File: config.mk
export PLATFORM = sky130hd
export DESIGN_NAME = mux_arbiter
export DESIGN_NICKNAME = d
export VERILOG_FILES = /design/src/rtl/mux_arbiter_pkg.sv /design/src/rtl/mux2x1.sv /design/src/rtl/mux_arbiter.sv
export SDC_FILE = /design/constraint.sdc
export NUM_CORES = 1
export LEC_CHECK = 0
export CAP_MARGIN = 30
export CELL_PAD_IN_SITES_DETAIL_PLACEMENT = 0
export CELL_PAD_IN_SITES_GLOBAL_PLACEMENT = 2
export CORE_ASPECT_RATIO = 1.75
export CORE_MARGIN = 10
export CORE_UTILIZATION = 24
export CTS_BUF_LIST = sky130_fd_sc_hd__clkbuf_4
export DETAILED_ROUTE_END_ITERATION = 8
export HOLD_SLACK_MARGIN = 0.02
export PLACE_DENSITY = 0.87
export SLEW_MARGIN = 20
export SYNTH_ARGS = -nofsm -noshare
export SYNTH_HDL_FRONTEND = slang
export SYNTH_HIERARCHICAL = 1
export SYNTH_SLANG_ARGS = --single-unit
File: constraint.sdc
create_clock -name clk -period 5.4 [get_ports clk]
set_clock_uncertainty 0.05 [all_clocks]
set_input_delay 1.62 -clock clk [delete_from_list [all_inputs] [get_ports clk]]
set_output_delay 1.62 -clock clk [all_outputs]
set_load 0.005 [all_outputs]
File: src/rtl/mux_arbiter_pkg.sv
// Shared definitions for the two-requester arbiter.
//   state_e     : arbiter FSM encoding (idle, owned by requester 0, owned by requester 1)
//   count_width : width of a counter that must hold 0..max_burst inclusive
package mux_arbiter_pkg;

  typedef enum logic [1:0] {
    StIdle = 2'b00,
    StOwn0 = 2'b01,
    StOwn1 = 2'b10
  } state_e;

  function automatic int unsigned count_width(input int unsigned max_burst);
    return $clog2(max_burst + 1);
  endfunction

endpackage

File: src/rtl/mux2x1.sv
// Generic 2:1 data multiplexer.
//   size      : width of each input word
//   inputVal  : {in1, in0}, packed side by side
//   sel       : 0 picks in0, 1 picks in1
//   outputVal : selected word
module mux2x1 #(
  parameter int unsigned size = 8
) (
  input  logic [2*size-1:0] inputVal,
  input  logic              sel,
  output logic [size-1:0]   outputVal
);

  assign outputVal = sel ? inputVal[2*size-1:size] : inputVal[size-1:0];

endmodule

File: src/rtl/mux_arbiter.sv
// Two-requester arbiter driving a shared 2:1 data path.
// An owner keeps the path until it signals done on a transfer, drops its request,
// or uses up MAX_BURST transfers while the other side is waiting. Ties from idle
// go to the side that did not own the path last.
//   clk, rst_n            : clock, asynchronous active-low reset
//   req0/1, data0/1       : requester request and payload
//   done0/1               : owner releases after the current transfer
//   gnt0/1, sel           : registered ownership and data-path select
//   out_valid, out_data   : shared-path output; out_ready accepts it
module mux_arbiter
  import mux_arbiter_pkg::*;
#(
  parameter int unsigned SIZE      = 8,
  parameter int unsigned MAX_BURST = 4
) (
  input  logic            clk,
  input  logic            rst_n,
  input  logic            req0,
  input  logic            req1,
  input  logic [SIZE-1:0] data0,
  input  logic [SIZE-1:0] data1,
  input  logic            done0,
  input  logic            done1,
  output logic            gnt0,
  output logic            gnt1,
  output logic            sel,
  output logic            out_valid,
  output logic [SIZE-1:0] out_data,
  input  logic            out_ready
);

  localparam int unsigned     CntW    = count_width(MAX_BURST);
  localparam logic [CntW-1:0] MaxCnt  = CntW'(MAX_BURST);
  localparam logic [CntW-1:0] LastCnt = CntW'(MAX_BURST - 1);

  state_e          state_q;
  logic            sel_q;
  logic            last_owner_q;
  logic [CntW-1:0] count_q;

  logic own_req, other_req, own_done;
  logic xfer, release_own;
  logic grant_new, new_owner, go_idle;

  // Route the current owner's signals; the non-owner's done/data never matter.
  always_comb begin
    own_req   = 1'b0;
    other_req = 1'b0;
    own_done  = 1'b0;
    case (state_q)
      StOwn0: begin
        own_req   = req0;
        other_req = req1;
        own_done  = done0;
      end
      StOwn1: begin
        own_req   = req1;
        other_req = req0;
        own_done  = done1;
      end
      default: ;
    endcase
  end

  assign out_valid = own_req;
  assign xfer      = out_valid & out_ready;

  // Burst limit only forces a handoff when the other side is actually waiting.
  assign release_own = (xfer & own_done) | ~own_req |
                       (xfer & other_req & (count_q >= LastCnt));

  always_comb begin
    grant_new = 1'b0;
    new_owner = 1'b0;
    go_idle   = 1'b0;
    if (state_q == StIdle) begin
      grant_new = req0 | req1;
      new_owner = ~(req0 & (~req1 | last_owner_q));
    end else if (release_own) begin
      grant_new = other_req;
      new_owner = (state_q == StOwn0);
      go_idle   = ~other_req;
    end
  end

  always_ff @(posedge clk or negedge rst_n) begin
    if (!rst_n) begin
      state_q      <= StIdle;
      sel_q        <= 1'b0;
      last_owner_q <= 1'b1;
      count_q      <= '0;
    end else if (grant_new) begin
      state_q      <= new_owner ? StOwn1 : StOwn0;
      sel_q        <= new_owner;
      last_owner_q <= new_owner;
      count_q      <= '0;
    end else if (go_idle) begin
      state_q <= StIdle;
    end else if (xfer && (count_q != MaxCnt)) begin
      count_q <= count_q + CntW'(1);
    end
  end

  assign gnt0 = (state_q == StOwn0);
  assign gnt1 = (state_q == StOwn1);
  assign sel  = sel_q;

  mux2x1 #(
    .size(SIZE)
  ) u_mux (
    .inputVal ({data1, data0}),
    .sel      (sel_q),
    .outputVal(out_data)
  );

endmodule

==> results of run 1 <==
-- synth_stat cells --
master | number | area share
inv_1 | 9 | 0.052
mux2_4 | 9 | 0.21
dfrtp_1 | 6 | 0.23
ha_1 | 6 | 0.12
nand2_1 | 6 | 0.035
a22o_1 | 3 | 0.040
o21ai_0 | 3 | 0.023
a211o_1 | 2 | 0.027
o21ai_2 | 2 | 0.027
a211oi_2 | 1 | 0.019
a22o_2 | 1 | 0.015
a22oi_1 | 1 | 0.012
a31oi_1 | 1 | 0.0096
a32oi_4 | 1 | 0.042
and2_1 | 1 | 0.0096
and3_1 | 1 | 0.0096
buf_6 | 1 | 0.017
dfstp_2 | 1 | 0.040
mux2i_1 | 1 | 0.015
nor2_1 | 1 | 0.0058
nor2b_2 | 1 | 0.013
nor3b_2 | 1 | 0.019
o31ai_1 | 1 | 0.012
-- logic make-up after synthesis --
family,Yosys count,synth area share
and+or+nand+nor,11,0.0925
AOI/OAI and AO/OA,16,0.227
buffers and inverters,10,0.0694
muxes,10,0.224
DFF,7,0.272
adders and majority gates,6,0.116
-- worst reg2reg max path, cell delays in order, from the launching register on --
cell and delay, ns:
dfrtp_1 0.43, ha_1 0.22, ha_1 0.17, a211o_1 0.27, o21ai_2 0.16, a32oi_4 0.18
nor3b_2 0.27, a22o_1 0.19
-- final cells by class --
type                            count  area (um^2)  share of cell area
Sequential cell                     7          176               0.169
Clock buffer                        4         30.0              0.0288
Tap cell                           26         32.5              0.0312
Inverter                            9         33.8              0.0325
Timing Repair Buffer               34          340               0.327
Multi-Input combinational cell     43          428               0.411
-- power by group --
part	internal, uW	leakage (uW)	switching (uW)
registers	74.5	0.0000897	28.8
clock network	33.1	0.0000184	18.4
logic	170	0.000359	123
total	278	0.000468	171
-- routing by layer --
| metal | part of all wire | up-vias |
|---|---|---|
| met5 | 0 | - |
| met4 | 0.0051 | 0 |
| met3 | 0.069 | 2 |
| met2 | 0.58 | 18 |
| met1 | 0.34 | 259 |
| li1 | - | 289 |
-- flip-flops by register name, summed over array words and instances, names as in the netlist --
name	count
state_q	2
last_owner_q	1
count_q	3
sel	1
-- through the flow --
step           instances  power [uW]
3_5_place_dp         119         403
6_report             123         448
4_1_cts              123         457
2_1_floorplan         60         292
5_1_grt              123         487
3_3_place_gp         119         402
-- worst max path at each step --
stage | startpoint | endpoint | slack (ns)
after floorplan | req0 | out_valid | 1.80
after global placement | req0 | out_valid | 0.66
after detailed placement | req0 | out_valid | 0.63
after CTS | req0 | out_valid | 0.63
after global routing | req0 | out_valid | 0.53
final | req0 | out_valid | 0.64
==> results.cfg, run 1 <==
[cts]
cts_root_buf = clkbuf_4
cts_sinks = 7
insertion_delay_ns = 0.24
htree_levels = 1
cts_buffers = 3
path_clk_slew_ns = 0.05
cts_tree = yes
post_cts_resize_count = 0
cts_buffer_depth = 2
hold_buffers = 0
cts_setup_buffers = 0

[placed_design]
gp_congestion = 0.765
port_buffers = 34
dp_slack_ns = 0.633
place_hpwl_um = 1730
place_area_um2 = 1010

[worst_hold_path]
worstHoldEndpoint = last_owner_q
hp-class = register to register
hold_path_depth = 2
hp-start = last_owner_q

[timing]
worst_slew_pin_slew_ns = 0.508
rsz0062_at_grt = false
finalMaxSlewViolations = 0
hold_violations = 0
tns_ns = 0
setup-violations-final = 0
fmax_mhz = 210
final.setup.worst_slack_ns = 0.637
slew_headroom = 0.662
period_minus_slack_ns = 4.76
fin_crit_sh = 0.882
hold_slack_ns = 0.475

[synth]
yosys_warnings = 6
syn-mean-instance-area_um2 = 10.8
yosysUniqueCellTypes = 23
postSynthCellCount = 60
netlist_area_um2 = 649
ys_seq_area_frac = 0.272
syn_nets = 89
synth_seq_cells = 7

[power]
leakage_uw = 0.000468
p_per_area_nw_per_um2 = 430
vdd_drop_max_mv = 0.170

[critical_path]
ff2ff_setup_slack_ns = 3.40
path_common_cell = clkdlybuf4s50_1
crit_fanout = 5
cpMaxStageDelayCell = clkdlybuf4s50_1
timing.rr.end = count_q[1]
rr_worst_depth = 7
cp_num_buf_inv = 2
worst-setup-path-type = primary input to output pin
endpoint_kind = output pin
crit_cells = 4
cp_top_family = buffers and inverters
cpPeakStageDelay_ns = 0.57
path_cells = clkdlybuf4s50_1 -> a22oi_1 -> nor2b_2 -> clkdlybuf4s50_1
arrival_ns = 3.09
cp.required_ns = 3.73
cp-start-kind = primary input
r2r-start = count_q[0]

[job]
max-cap-violations = 0

[final_layout]
drive_gt1_frac = 0.216
fillers = 249
most-common-layout-cells = clkdlybuf4s50_1, inv_1, mux2_4
final_common_cell = clkdlybuf4s50_1
final_nets = 127
finish.utilization = 0.408
fin_area_um2 = 1040
n_antenna_cell = 0
area_growth_pct = 60.3

[die]
rows = 24
die-area_um2 = 5270
core_area_um2 = 2550
ios = 35
die_y_um = 88.8
start_util = 0.254
die_x_um = 59.3

[global_route]
grt_antenna_before_repair = 0
grt_pass1_wl_um = 3100
met3_usage = 0.0215
top_usage_layer = met2
use_met2 = 0.153
globalRouteMet1Util = 0.0687
first_global_vias = 602
grt_max_degree = 11
overflow = 0
grtUsageTotal = 0.0775

[drt]
post_drt_via_cell_ratio = 4.62
dr.pass1.iters = 3
first_iter_violations = 9
via_count = 568
route.detailed.drc = 0
wirelength_um = 1940
wl_per_cell_um = 15.8
ant_nets = 0

[run_status]
run_status = completed
Note: power is estimated with default switching activity, not from simulation.
==> inputs of run 2 (changes only) <==
Settings changed: CORE_MARGIN 10 to unset, SLEW_MARGIN 20 to unset.
==> run 2 against run 1 <==
Effect of this change: sequential share of layout area did not move; critical path type unchanged; clock-buffer cell count is the same; hold slack worse by 0.016 ns; critical path depth stayed put.
==> results.cfg, run 2 (synthesized netlist as in run 1, its figures left out) <==
[timing]
setup-violations-final = 0
finalMaxSlewViolations = 0
rsz0062_at_grt = false
worst_slew_pin_slew_ns = 0.529
fmax_mhz = 210
hold_violations = 0
period_minus_slack_ns = 4.76
fin_crit_sh = 0.882
slew_headroom = 0.648
tns_ns = 0

[cts]
htree_levels = 1
hold_buffers = 0
post_cts_resize_count = 0
cts_tree = yes
cts_sinks = 7
path_clk_slew_ns = 0.05
cts_buffers = 3
cts_setup_buffers = 0
cts_buffer_depth = 2
insertion_delay_ns = 0.25
cts_root_buf = clkbuf_4

[critical_path]
crit_fanout = 5
crit_path_start = req0
cp.required_ns = 3.73
cp_top_family = buffers and inverters
ff2ff_setup_slack_ns = 3.38
rr_worst_depth = 7
path_common_cell = clkdlybuf4s50_1
r2r-start = count_q[0]
cp-start-kind = primary input
cp_num_buf_inv = 2
path_cells = clkdlybuf4s50_1 -> a22oi_1 -> nor2b_2 -> clkdlybuf4s50_1
cpMaxStageDelayCell = clkdlybuf4s50_1
crit_cells = 4
cpPeakStageDelay_ns = 0.56
worst-setup-path-type = primary input to output pin
endpoint_kind = output pin
arrival_ns = 3.09

[placed_design]
port_buffers = 34
place_hpwl_um = 1480
placed_cells = 119
gp_congestion = 0.693

[die]
die-area_um2 = 2930
die_y_um = 70.8
rows = 24
ios = 35
core_area_um2 = 2520
die_x_um = 41.3
start_util = 0.257

[power]
clkPwrFrac = 0.117
p_comb_frac = 0.650
vdd_drop_max_mv = 0.201
p_sw_frac = 0.379
p_seq_frac = 0.233
netSwitchingPower_uw = 169
p_per_area_nw_per_um2 = 428
internal_power_uw = 277
leakage_uw = 0.000468

[worst_hold_path]
hp-class = register to register
hold_path_depth = 2
hp-start = last_owner_q

[drt]
ant_nets = 0
post_drt_via_cell_ratio = 4.80
via_count = 590
route.detailed.drc = 0
wirelength_um = 1690
first_iter_violations = 5
dr.pass1.iters = 4
wl_per_cell_um = 13.7

[run_status]
run_status = completed

[final_layout]
finish.utilization = 0.413
final_common_cell = clkdlybuf4s50_1
largest_register_ffs = 3
final_nets = 127
top_regs = count_q (3), state_q (2)
drive_gt1_frac = 0.216
multi_input_area_um2 = 428
area_growth_pct = 60.3
n_antenna_cell = 0
largest_register = count_q
most-common-layout-cells = clkdlybuf4s50_1, inv_1, mux2_4
seqCellArea_um2 = 176
fin_cells = 123
fillers = 274

[global_route]
first_global_vias = 607
overflow = 0
grtUsageTotal = 0.126
grt_antenna_before_repair = 0
grt_pass1_wl_um = 2540
grt_max_degree = 11

[job]
max-cap-violations = 0
[run 2: cell counts in the layout (fill, tap and decap cells not counted)]
Identical to the previous run, type by type.
[run 2: worst min-delay path, cell delays in order, from the launching register on]
cell and delay [ns]:
dfstp_2 0.36, inv_1 0.06, o21ai_0 0.08
[run 2: worst paths after layout]
check	endpoint
max in group asynchronous	last_owner_q
hold reg to reg	last_owner_q
min in group asynchronous	count_q[0]
hold / removal	last_owner_q
setup / recovery	out_valid
setup reg to reg	count_q[0]
[run 2: metal layers]
layer	track usage	routed length [um]	vias up
met2	0.243	1020	18
li1	-	-	289
met5	0	0	-
met3	0.00940	85	0
met1	0.117	579	283
met4	0.0538	0	0
[run 2: final cells by class]
cell class	count	area share
Clock buffer	4	0.0288
Inverter	9	0.0325
Multi-Input combinational cell	43	0.411
Sequential cell	7	0.169
Tap cell	26	0.0312
Timing Repair Buffer	34	0.327
[run 2: stage by stage]
step / hold slack (ns) / area (um^2) / setup WS [ns] / power, uW
detailed placement: 0.449 / 1010 / 0.635 / 398
global route: 0.517 / 1040 / 0.551 / 485
global placement: 0.453 / 1010 / 0.663 / 396
finish: 0.459 / 1040 / 0.637 / 446
CTS: 0.458 / 1040 / 0.636 / 454
floorplan: 0.424 / 649 / 1.80 / 292
[run 2: power groups by stage]
| stage | clock network (uW) | logic [uW] | registers, uW |
|---|---|---|---|
| after floorplan | 0 | 205 | 87.5 |
| after global placement | 0 | 292 | 104 |
| after detailed placement | 0 | 293 | 105 |
| after CTS | 55.0 | 294 | 105 |
| after global routing | 56.9 | 321 | 107 |
| final | 52.1 | 290 | 104 |
==> inputs of run 3 (changes only) <==
Settings changed: PLACE_DENSITY 0.87 to 0.9, REMOVE_ABC_BUFFERS set to 1.
==> run 3 against run 2 <==
Effect of this change: clock-buffer cell count did not move; die area did not move; combinational power barely moved; flip-flop and latch count did not move; final cell count did not move; largest cell class unchanged.
==> results.cfg, run 3 (synthesized netlist as in run 1, its figures left out) <==
[run_status]
run_status = completed

[drt]
ant_nets = 0
via_count = 583
wl_per_cell_um = 12.6
post_drt_via_cell_ratio = 4.74
route.detailed.drc = 0
first_iter_violations = 9
wirelength_um = 1550
dr.pass1.iters = 4

[cts]
path_clk_slew_ns = 0.04
post_cts_resize_count = 0
cts_root_buf = clkbuf_4
cts_sinks = 7
cts_buffer_depth = 2
cts_tree = yes
cts_buffers = 3
cts_setup_buffers = 0
htree_levels = 1
insertion_delay_ns = 0.25
hold_buffers = 0

[final_layout]
drive_gt1_frac = 0.216
top_regs = count_q (3), state_q (2)
largest_register = count_q
most-common-layout-cells = clkdlybuf4s50_1, inv_1, mux2_4
fin_cells = 123
largest_register_ffs = 3
n_antenna_cell = 0
final_common_cell = clkdlybuf4s50_1
final_nets = 127
area_growth_pct = 60.3

[die]
ios = 35
core_area_um2 = 2520
die-area_um2 = 2930
rows = 24
start_util = 0.257
die_y_um = 70.8
die_x_um = 41.3

[global_route]
grt_max_degree = 11
grtUsageTotal = 0.115
overflow = 0
grt_pass1_wl_um = 2220
grt_antenna_before_repair = 0
first_global_vias = 567

[critical_path]
cp-start-kind = primary input
worst-setup-path-type = primary input to output pin
cp.required_ns = 3.73
crit_fanout = 5
arrival_ns = 3.08
endpoint_kind = output pin

[timing]
fin_crit_sh = 0.879
hold_violations = 0
finalMaxSlewViolations = 0
worst_slew_pin_slew_ns = 0.502
tns_ns = 0
rsz0062_at_grt = false
fmax_mhz = 211
period_minus_slack_ns = 4.75
setup-violations-final = 0
slew_headroom = 0.665

[placed_design]
place_hpwl_um = 1290
placed_cells = 119
port_buffers = 34
gp_congestion = 0.694

[power]
p_per_area_nw_per_um2 = 429
leakage_uw = 0.000468
vdd_drop_max_mv = 0.219

[job]
max-cap-violations = 0

[worst_hold_path]
hp-class = register to register
==> run 3: cell counts in the layout (fill, tap and decap cells not counted) <==
Identical to the previous run, type by type.
==> run 3: metrics by stage <==
stage          utilization  total power, uW  setup slack [ns]  hold slack (ns)  area (um^2)
2_1_floorplan            -              284              1.80            0.424          638
3_3_place_gp         0.401              393             0.688            0.463         1010
3_5_place_dp         0.401              399             0.657            0.465         1010
4_1_cts              0.413              455             0.643            0.515         1040
5_1_grt              0.413              491             0.572            0.563         1040
6_report             0.413              447             0.655            0.514         1040
==> run 3: report_power, final <==
group          internal, uW  leakage, uW  total (uW)  switching [uW]
Clock                  33.1    0.0000184        50.5            17.4
Combinational           170     0.000359         293             123
Sequential             74.7    0.0000897         104            29.1
==> run 3: worst max-delay path, stage by stage <==
cell,delay [ns]
clkdlybuf4s50_1,0.52
a22oi_1,0.11
nor2b_2,0.27
clkdlybuf4s50_1,0.56
==> run 3: path summary, 6_finish.rpt <==
check | start | end | slack, ns | cells past startpoint
max | req0 | out_valid | 0.65 | 4
min in group asynchronous | rst_n | count_q[0] | 1.57 | 1
min | last_owner_q | last_owner_q | 0.51 | 2
max reg2reg | count_q[0] | count_q[0] | 3.43 | 7
max in group asynchronous | rst_n | last_owner_q | 3.45 | 1
min reg2reg | last_owner_q | last_owner_q | 0.51 | 2
==> run 3: layout make-up <==
class | count | area (um^2)
clock buffers | 4 | 30.0
fillers | 256 | 1480
inverters | 9 | 33.8
multi-input cells | 43 | 428
flip-flops and latches | 7 | 176
well taps | 26 | 32.5
repair buffers | 34 | 340
==> run 3: per-layer routing <==
layer / track usage / up-vias / part of all wire
met5: 0 / - / 0
met4: 0.0645 / 0 / 0
met3: 0.0251 / 0 / 0.13
met2: 0.215 / 36 / 0.56
met1: 0.0954 / 259 / 0.31
li1: - / 288 / -
